===== config.mk =====
export PLATFORM = sky130hd
export DESIGN_NAME = fp_booth_seq_multiplier
export DESIGN_NICKNAME = d
export VERILOG_FILES = /design/src/rtl/fp_booth_seq_multiplier.sv
export SDC_FILE = /design/constraint.sdc
export NUM_CORES = 1
export LEC_CHECK = 0
export CORE_MARGIN = 5
export CORE_UTILIZATION = 56
export CTS_CLUSTER_DIAMETER = 60
export DETAILED_ROUTE_END_ITERATION = 10
export GPL_ROUTABILITY_DRIVEN = 0
export PLACE_DENSITY = 0.86
export SLEW_MARGIN = 0
export SYNTH_ARGS = -nofsm -noshare
export SYNTH_HDL_FRONTEND = slang
export SYNTH_SLANG_ARGS = --single-unit

===== constraint.sdc =====
create_clock -name clk -period 5.2 [get_ports clk]
set_clock_uncertainty 0.1 [all_clocks]
set_input_delay 1.04 -clock clk [delete_from_list [all_inputs] [get_ports clk]]
set_output_delay 1.04 -clock clk [all_outputs]
set_load 0.05 [all_outputs]

===== src/rtl/fp_booth_seq_multiplier.sv =====
// Iterative floating-point multiplier: one radix-4 Booth partial product per cycle,
// valid/ready on both sides. Define FP_MUL_RNE_EN for round-to-nearest-even, else truncation.
module fp_booth_seq_multiplier #(
    parameter int unsigned EXP_W = 5,
    parameter int unsigned MAN_W = 10,
    parameter int unsigned BIAS  = 15
) (
    input  logic                     clk,
    input  logic                     rst,
    input  logic                     in_valid,
    output logic                     in_ready,
    input  logic [EXP_W+MAN_W:0]     in_a,
    input  logic [EXP_W+MAN_W:0]     in_b,
    output logic                     out_valid,
    input  logic                     out_ready,
    output logic [EXP_W+MAN_W:0]     out_p,
    output logic [1:0]               out_exc,
    output logic                     busy
);

    localparam int unsigned N_ITER = (MAN_W + 3) / 2;
    localparam int unsigned W      = 1 + EXP_W + MAN_W;
    localparam int unsigned QW     = 2 * N_ITER;
    localparam int unsigned AW     = QW + 2;
    localparam int unsigned PW     = 2 * QW;
    localparam int unsigned EW     = EXP_W + 2;
    localparam int unsigned CW     = $clog2(N_ITER + 1);
    localparam int unsigned PT     = 2 * MAN_W + 1;
    localparam int unsigned MW1    = MAN_W + 1;
    localparam logic signed [EW-1:0] E_MAX = EW'((1 << EXP_W) - 2);
    localparam logic signed [EW-1:0] E_MIN = EW'(1);

    typedef enum logic [1:0] {StIdle, StMul, StNorm, StDone} state_e;

    state_e               state_q, state_d;
    logic [CW-1:0]        cnt_q, cnt_d;
    logic [AW-1:0]        acc_hi_q, acc_hi_d;
    logic [QW-1:0]        acc_lo_q, acc_lo_d;
    logic                 q_m1_q, q_m1_d;
    logic [AW-1:0]        mcand_q, mcand_d;
    logic                 sign_q, sign_d;
    logic                 nan_q, nan_d;
    logic                 zero_q, zero_d;
    logic signed [EW-1:0] exp_q, exp_d;
    logic [W-1:0]         out_p_q, out_p_d;
    logic [1:0]           out_exc_q, out_exc_d;

    logic [EXP_W-1:0]     a_exp, b_exp;
    logic                 a_nan, b_nan, a_zero, b_zero;
    logic [AW-1:0]        pp, sum;
    logic [AW+QW:0]       step_full;
    logic [PW-1:0]        prod, norm;
    logic                 top;
    logic [MAN_W-1:0]     mant, mant_fin;
    logic signed [EW-1:0] e_norm, e_fin;
    logic [W-1:0]         res_p;
    logic [1:0]           res_exc;
    logic                 unused_bits;

    assign a_exp  = in_a[W-2 -: EXP_W];
    assign b_exp  = in_b[W-2 -: EXP_W];
    assign a_nan  = &a_exp;
    assign b_nan  = &b_exp;
    assign a_zero = ~|a_exp;
    assign b_zero = ~|b_exp;

    // Booth recoding of {q1, q0, q-1}; multiples are two's complement in AW bits.
    always_comb begin
        pp = '0;
        unique case ({acc_lo_q[1:0], q_m1_q})
            3'b000, 3'b111: pp = '0;
            3'b001, 3'b010: pp = mcand_q;
            3'b011:         pp = mcand_q << 1;
            3'b100:         pp = -(mcand_q << 1);
            3'b101, 3'b110: pp = -mcand_q;
            default:        pp = '0;
        endcase
    end

    assign sum       = acc_hi_q + pp;
    assign step_full = $signed({sum, acc_lo_q, q_m1_q}) >>> 2;
    assign prod      = {acc_hi_q[QW-1:0], acc_lo_q};

    `ifdef FP_MUL_RNE_EN
    logic round_up, carry;
    `endif

    always_comb begin
        top    = prod[PT];
        norm   = top ? prod : (prod << 1);
        mant   = norm[PT-1 -: MAN_W];
        e_norm = exp_q + $signed({{(EW-1){1'b0}}, top});
`ifdef FP_MUL_RNE_EN
        // Guard is the first dropped bit; everything below it folds into sticky.
        round_up          = norm[MAN_W] & ((|norm[MAN_W-1:0]) | mant[0]);
        {carry, mant_fin} = {1'b0, mant} + MW1'(round_up);
        e_fin             = e_norm + $signed({{(EW-1){1'b0}}, carry});
`else
        mant_fin = mant;
        e_fin    = e_norm;
`endif
        res_p   = {sign_q, {(W-1){1'b0}}};
        res_exc = 2'b00;
        if (nan_q) begin
            res_p   = {sign_q, {EXP_W{1'b1}}, 1'b1, {(MAN_W-1){1'b0}}};
            res_exc = 2'b11;
        end else if (zero_q) begin
            res_p   = {sign_q, {(W-1){1'b0}}};
            res_exc = 2'b00;
        end else if (e_fin > E_MAX) begin
            res_p   = {sign_q, {EXP_W{1'b1}}, {MAN_W{1'b0}}};
            res_exc = 2'b01;
        end else if (e_fin < E_MIN) begin
            res_p   = {sign_q, {(W-1){1'b0}}};
            res_exc = 2'b10;
        end else begin
            res_p   = {sign_q, e_fin[EXP_W-1:0], mant_fin};
            res_exc = 2'b00;
        end
    end

    assign unused_bits = ^{acc_hi_q[AW-1:QW], norm};

    always_comb begin
        state_d   = state_q;
        cnt_d     = cnt_q;
        acc_hi_d  = acc_hi_q;
        acc_lo_d  = acc_lo_q;
        q_m1_d    = q_m1_q;
        mcand_d   = mcand_q;
        sign_d    = sign_q;
        nan_d     = nan_q;
        zero_d    = zero_q;
        exp_d     = exp_q;
        out_p_d   = out_p_q;
        out_exc_d = out_exc_q;
        unique case (state_q)
            StIdle: begin
                if (in_valid) begin
                    acc_hi_d = '0;
                    acc_lo_d = QW'({1'b1, in_b[MAN_W-1:0]});
                    q_m1_d   = 1'b0;
                    mcand_d  = AW'({1'b1, in_a[MAN_W-1:0]});
                    cnt_d    = '0;
                    sign_d   = in_a[W-1] ^ in_b[W-1];
                    nan_d    = a_nan | b_nan;
                    zero_d   = a_zero | b_zero;
                    exp_d    = $signed(EW'(a_exp)) + $signed(EW'(b_exp)) - $signed(EW'(BIAS));
                    state_d  = (a_nan | b_nan | a_zero | b_zero) ? StNorm : StMul;
                end
            end
            StMul: begin
                acc_hi_d = step_full[AW+QW:QW+1];
                acc_lo_d = step_full[QW:1];
                q_m1_d   = step_full[0];
                cnt_d    = cnt_q + 1'b1;
                if (cnt_q == CW'(N_ITER - 1)) state_d = StNorm;
            end
            StNorm: begin
                out_p_d   = res_p;
                out_exc_d = res_exc;
                state_d   = StDone;
            end
            StDone: begin
                if (out_ready) state_d = StIdle;
            end
            default: state_d = StIdle;
        endcase
    end

    always_ff @(posedge clk) begin
        if (rst) begin
            state_q   <= StIdle;
            cnt_q     <= '0;
            acc_hi_q  <= '0;
            acc_lo_q  <= '0;
            q_m1_q    <= 1'b0;
            mcand_q   <= '0;
            sign_q    <= 1'b0;
            nan_q     <= 1'b0;
            zero_q    <= 1'b0;
            exp_q     <= '0;
            out_p_q   <= '0;
            out_exc_q <= 2'b00;
        end else begin
            state_q   <= state_d;
            cnt_q     <= cnt_d;
            acc_hi_q  <= acc_hi_d;
            acc_lo_q  <= acc_lo_d;
            q_m1_q    <= q_m1_d;
            mcand_q   <= mcand_d;
            sign_q    <= sign_d;
            nan_q     <= nan_d;
            zero_q    <= zero_d;
            exp_q     <= exp_d;
            out_p_q   <= out_p_d;
            out_exc_q <= out_exc_d;
        end
    end

    assign in_ready  = (state_q == StIdle);
    assign out_valid = (state_q == StDone);
    assign busy      = (state_q != StIdle);
    assign out_p     = out_p_q;
    assign out_exc   = out_exc_q;

endmodule


* Word level (Yosys, flattened, before mapping)
Index checks and enable logic that the tools add are counted.
Cells by class: $add $sub $neg 7, multiply operators 0, div/mod/pow operators 0, order comparisons 2, equality and inequality tests 14, shift operators 0, mux-type cells 23, bitwise logic cells 5, reductions and logical operators 16
Operators with widths (count):
- $pmux 14 s5 | 1
- $mux 15 | 4
- $pmux 14 s2 | 1
- $pmux 12 s2 | 1
- $mux 21 | 1
- $mux 2 | 8
- $eq 3x3->1 const B | 5
- $add 14x14->14 | 1
- $mux 14 | 1
- $neg 11->14 | 1
- $neg 12->14 | 1
- $mux 12 | 1
- $reduce_and 5->1 | 2
- $reduce_or 5->1 | 2
- $pmux 2 s4 | 1
- $add 7x2->7 | 1
- $gt 7x6->1 const B | 1
- $lt 7x2->1 const B | 1
- $sub 6x4->7 const B | 1
- $add 5x5->6 | 1
- $eq 3x2->1 const B | 2
- $pmux 3 s2 | 1
- $reduce_or 2->1 | 3
- $eq 2x2->1 const B | 2
- 16 further kinds | 23
Word-level totals: flip-flop bits (word level) 71, latch bits 0, RAM bits 0, memory bits (read-only) 0, input port bits 36, output and inout port bits 21, logic and storage cells 79, memories kept 0

* Longest topological paths before layout
word-level depth 7, depth in mapped cells 17, depth with buffers taken out 17

* Worst setup path after synthesis
Ideal clock, no wire load.
path kind flip-flop to flip-flop, start reg mcand_q[2], end reg acc_hi_q[9], setup time 0.117 ns, data arrival time 3.396 ns, required time 4.983 ns, setup slack 1.587 ns, stages on the path, launching flop included 16, buffers on the path 1, period minus slack after synthesis 3.613 ns, cells stage by stage dfxtp_1 buf_6 or3_4 or3_4 or3_1 xor2_1 a211o_1 a31o_1 ha_1 nand2_1 a21oi_1 o21ai_0 a21boi_0 o21ai_0 a21o_1 a32o_1
On the way: word-level cells in the longest chain between the ends 4, elaborated cells on any way between the ends 5, classes of those cells 3 x add/sub; 2 x mux
Ends and longest elaborated chain:
- start, declared | RTL line 40 | logic [AW-1:0] mcand_q, mcand_d;
- start signal, assigned | RTL line 191 | mcand_q <= mcand_d;
- $neg 12->14 / $neg 11->14 (equally long branches) | RTL line 74, 75
- $pmux 14 s5 * | RTL line 70 | unique case ({acc_lo_q[1:0], q_m1_q})
- $add 14x14->14 * | RTL line 80 | assign sum = acc_hi_q + pp;
- $pmux 14 s2 * | RTL line 137 | unique case (state_q)
- end signal, assigned | RTL line 188 | acc_hi_q <= acc_hi_d;
- end, declared | RTL line 37 | logic [AW-1:0] acc_hi_q, acc_hi_d;
Every way passes the cells marked *; elsewhere a longest branch is shown, timed or not. A chain may end at the register's enable or synchronous reset.

* Worst setup path after layout
start reg mcand_q[0], end reg acc_hi_q[9]
Same word-level chain as after synthesis.

==> results.toml <==
[power]
switching_share_pct = 46.5
combPwrFrac_pct = 51.3
p_leak_nw = 1.97
pwr-share-clk_pct = 16.2
power-per-cell-area_nw_per_um2 = 488
ir_drop_mv = 0.437
switchingPower_mw = 1.14
power_frac_seq_pct = 32.4
p_int_mw = 1.31

[floorplanning]
die_area_sq_um = 9460
die_x_um = 97.3
fp.coreArea_sq_um = 7330
pin_count = 57
die_y_um = 97.3
rows = 31
initial_core_util_pct = 58.2

[yosys]
syn_area_per_cell_sq_um = 7.77
synth_top_area_share_pct = 32.4
syn_inst = 549
synth_edf_count = 0
synthDistinctLibCells = 55
synth_top_cell_by_area = "dfxtp_1"
syn_nets = 618
async_flop_share_pct = 0
syn_area_sq_um = 4270
synth_ff_type = "dfxtp_1"
synth_area_leaders = "dfxtp_1 32%, ha_1 9.1%, nand2_1 6.5%"
synth_seq_cells = 69
seq_area_frac_synth_pct = 32.4
yosys_warnings = 0

[min_path]
hp-start = "out_p[0]"
hold_path.class = "flip-flop to flip-flop"
min_to = "out_p[0]"
whs_path_depth = 2

[routing]
vias = 4107
drtIter0Drc = 214
drtAntennaViolNets = 0
wl_per_cell_um = 14.9
dr.pass1.iters = 4
wl_um = 10300
post-route-drc-count = 0
routed_via_density = 5.94

[clock_network]
cts_buffer_depth = 2
cts_tree = "yes"
cts-resized-gates = 0
post-cts-setup-buffers = 0
ctsHoldBuffers = 0
cts.sinks = 69
clock_latency_ps = 360
clockRootBuffer = "clkbuf_8"
numCtsBuffers = 9
clk_pin_slew_worst_paths_ps = 80
cts_htree_levels = 3

[placement]
post_dp_cell_area_sq_um = 4830
place_hpwl_um = 7630
port_buffers = 56
dp_cells = 675
dp_worst_setup_slack_ps = 1230

[grt]
grt_pass1_wl_um = 17600
grt_overflow_total = 0
grt_pass1_vias = 3705
grt_antenna_before_repair = 0
track_usage_pct = 21.9
grt_max_degree = 59

[layout]
syn_to_final_growth_pct = 17.4
nFillCells = 578
drive_above_1_share_pct = 3.55
nets = 656
num_antenna_cells = 0
final_common_cell = "nand2_1"
multiInputGateArea_sq_um = 2680
final_cell_mix = "74 x nand2_1, 69 x dfxtp_1, 68 x nor2_1, 55 x clkdlybuf4s50_1, 41 x a21oi_1"
layout.area.seq_sq_um = 1380
final_cells = 691
post-route-cell-area_sq_um = 5010

[job]
maxCapViolations = 0

[sta]
post-route-min-period_ps = 4060
worst_slack_ps = 1140
setup-tns-final_ps = 0
rsz0062_at_grt = "false"
fin_crit_sh_pct = 78.1
slew_headroom_pct = 30.8
fmax_mhz = 246
setup_violations = 0
hold_viol = 0
drv_slew = 0
tightest_slew_ps = 1040

[setup_path]
cp_top_family = "compound AO/OA/AOI/OAI gates"
path_buf_inv = 2
cp_max_fo = 5
worstRegToRegCells = 16
critical_path.endpoint_type = "flip-flop"
worstReg2RegStart = "mcand_q[0]"
crit_path_max_incr_delay_ps = 450
r2r_slack_ps = 1140
cp_slowest_cell = "a2111oi_0"
cp_cell_sequence = "inv_1, ha_1, nand2_1, nor3_1, nand2b_1, xor2_1, o32ai_1, a221o_1, ha_1, a2111oi_0, inv_1, o21ai_0, a21boi_0, o21ai_0, nand3_1, a32o_1"
arrival_ps = 4200
regToRegEndpoint = "acc_hi_q[9]"
cp-start-kind = "flip-flop"
criticalPathCategory = "flip-flop to flip-flop"
required_ps = 5340

[status]
status = "finished, final reports clean"
-- cell type report --
type                            instances  area share [%]
Clock buffer                           10            2.55
Clock inverter                          6           0.975
Inverter                               22            1.65
Multi-Input combinational cell        428            53.5
Sequential cell                        69            27.6
Tap cell                               99            2.47
Timing Repair Buffer                   57            11.2
-- synthesized netlist by cell type (14+ instances only) --
library cell	n
nor3_1	21
o21ai_0	30
dfxtp_1	69
ha_1	31
xnor2_1	18
a211oi_1	16
mux2i_1	14
clkbuf_1	25
nor2_1	68
nand2_1	74
a21oi_1	41
inv_1	21
-- sequential cells by signal, indices dropped and copies added (netlist names) --
register and count:
acc_hi_q 12, acc_lo_q 12, cnt_q 3, exp_q 7
mcand_q 11, nan_q 1, out_exc 2, out_p 16
q_m1_q 1, sign_q 1, state_q 2, zero_q 1
-- per-stage QoR --
step,hold WS [ps],total power [mW],util (%)
2_1_floorplan,332,1.73,-
3_3_place_gp,333,1.99,65.9
4_1_cts,362,2.43,68.3
6_report,354,2.44,68.3
5_1_grt,384,2.62,68.3
3_5_place_dp,342,2.03,65.9
-- worst max path at each step --
stage	to	cells past startpoint	start
detailed placement	acc_hi_q[9]	16	mcand_q[0]
floorplan	acc_hi_q[9]	15	mcand_q[2]
global route	acc_hi_q[9]	16	mcand_q[0]
CTS	acc_hi_q[9]	16	mcand_q[0]
global placement	acc_hi_q[9]	16	mcand_q[0]
finish	acc_hi_q[9]	16	mcand_q[0]
-- per-layer routing --
metal	track usage, %	vias up	routed length (um)
met5	0	-	0
met4	6.39	0	191
met3	4.81	20	707
met2	35.6	178	4950
met1	29.3	1881	4440
li1	-	2028	-
-- power groups by stage --
stage	combinational, mW	sequential (mW)	clock [mW]
global placement	1.19	0.791	0
detailed placement	1.24	0.798	0
CTS	1.24	0.788	0.400
finish	1.25	0.792	0.396
global route	1.38	0.808	0.429
floorplan	0.925	0.808	0
-- worst register-to-register path, stage by stage (launching register included) --
cell	delay, ps
dfxtp_1	330
inv_1	90
ha_1	240
nand2_1	140
nor3_1	240
nand2b_1	160
xor2_1	210
o32ai_1	120
a221o_1	320
ha_1	350
a2111oi_0	450
inv_1	100
o21ai_0	300
a21boi_0	180
o21ai_0	250
nand3_1	110
a32o_1	260
-- logic make-up (layout without fill, tap and decap cells) --
logic type / after synthesis / after routing / synth area share, %
AO/OA/AOI/OAI: 157 / 157 / 23.8
XOR/XNOR: 27 / 27 / 5.54
adder cells (fa/ha/maj): 33 / 33 / 10.0
buffers and inverters: 52 / 95 / 4.81
flip-flops: 69 / 69 / 32.4
multiplexers: 14 / 14 / 3.29
AND/OR/NAND/NOR: 197 / 197 / 20.2
Power figures use the tool's default switching activity.
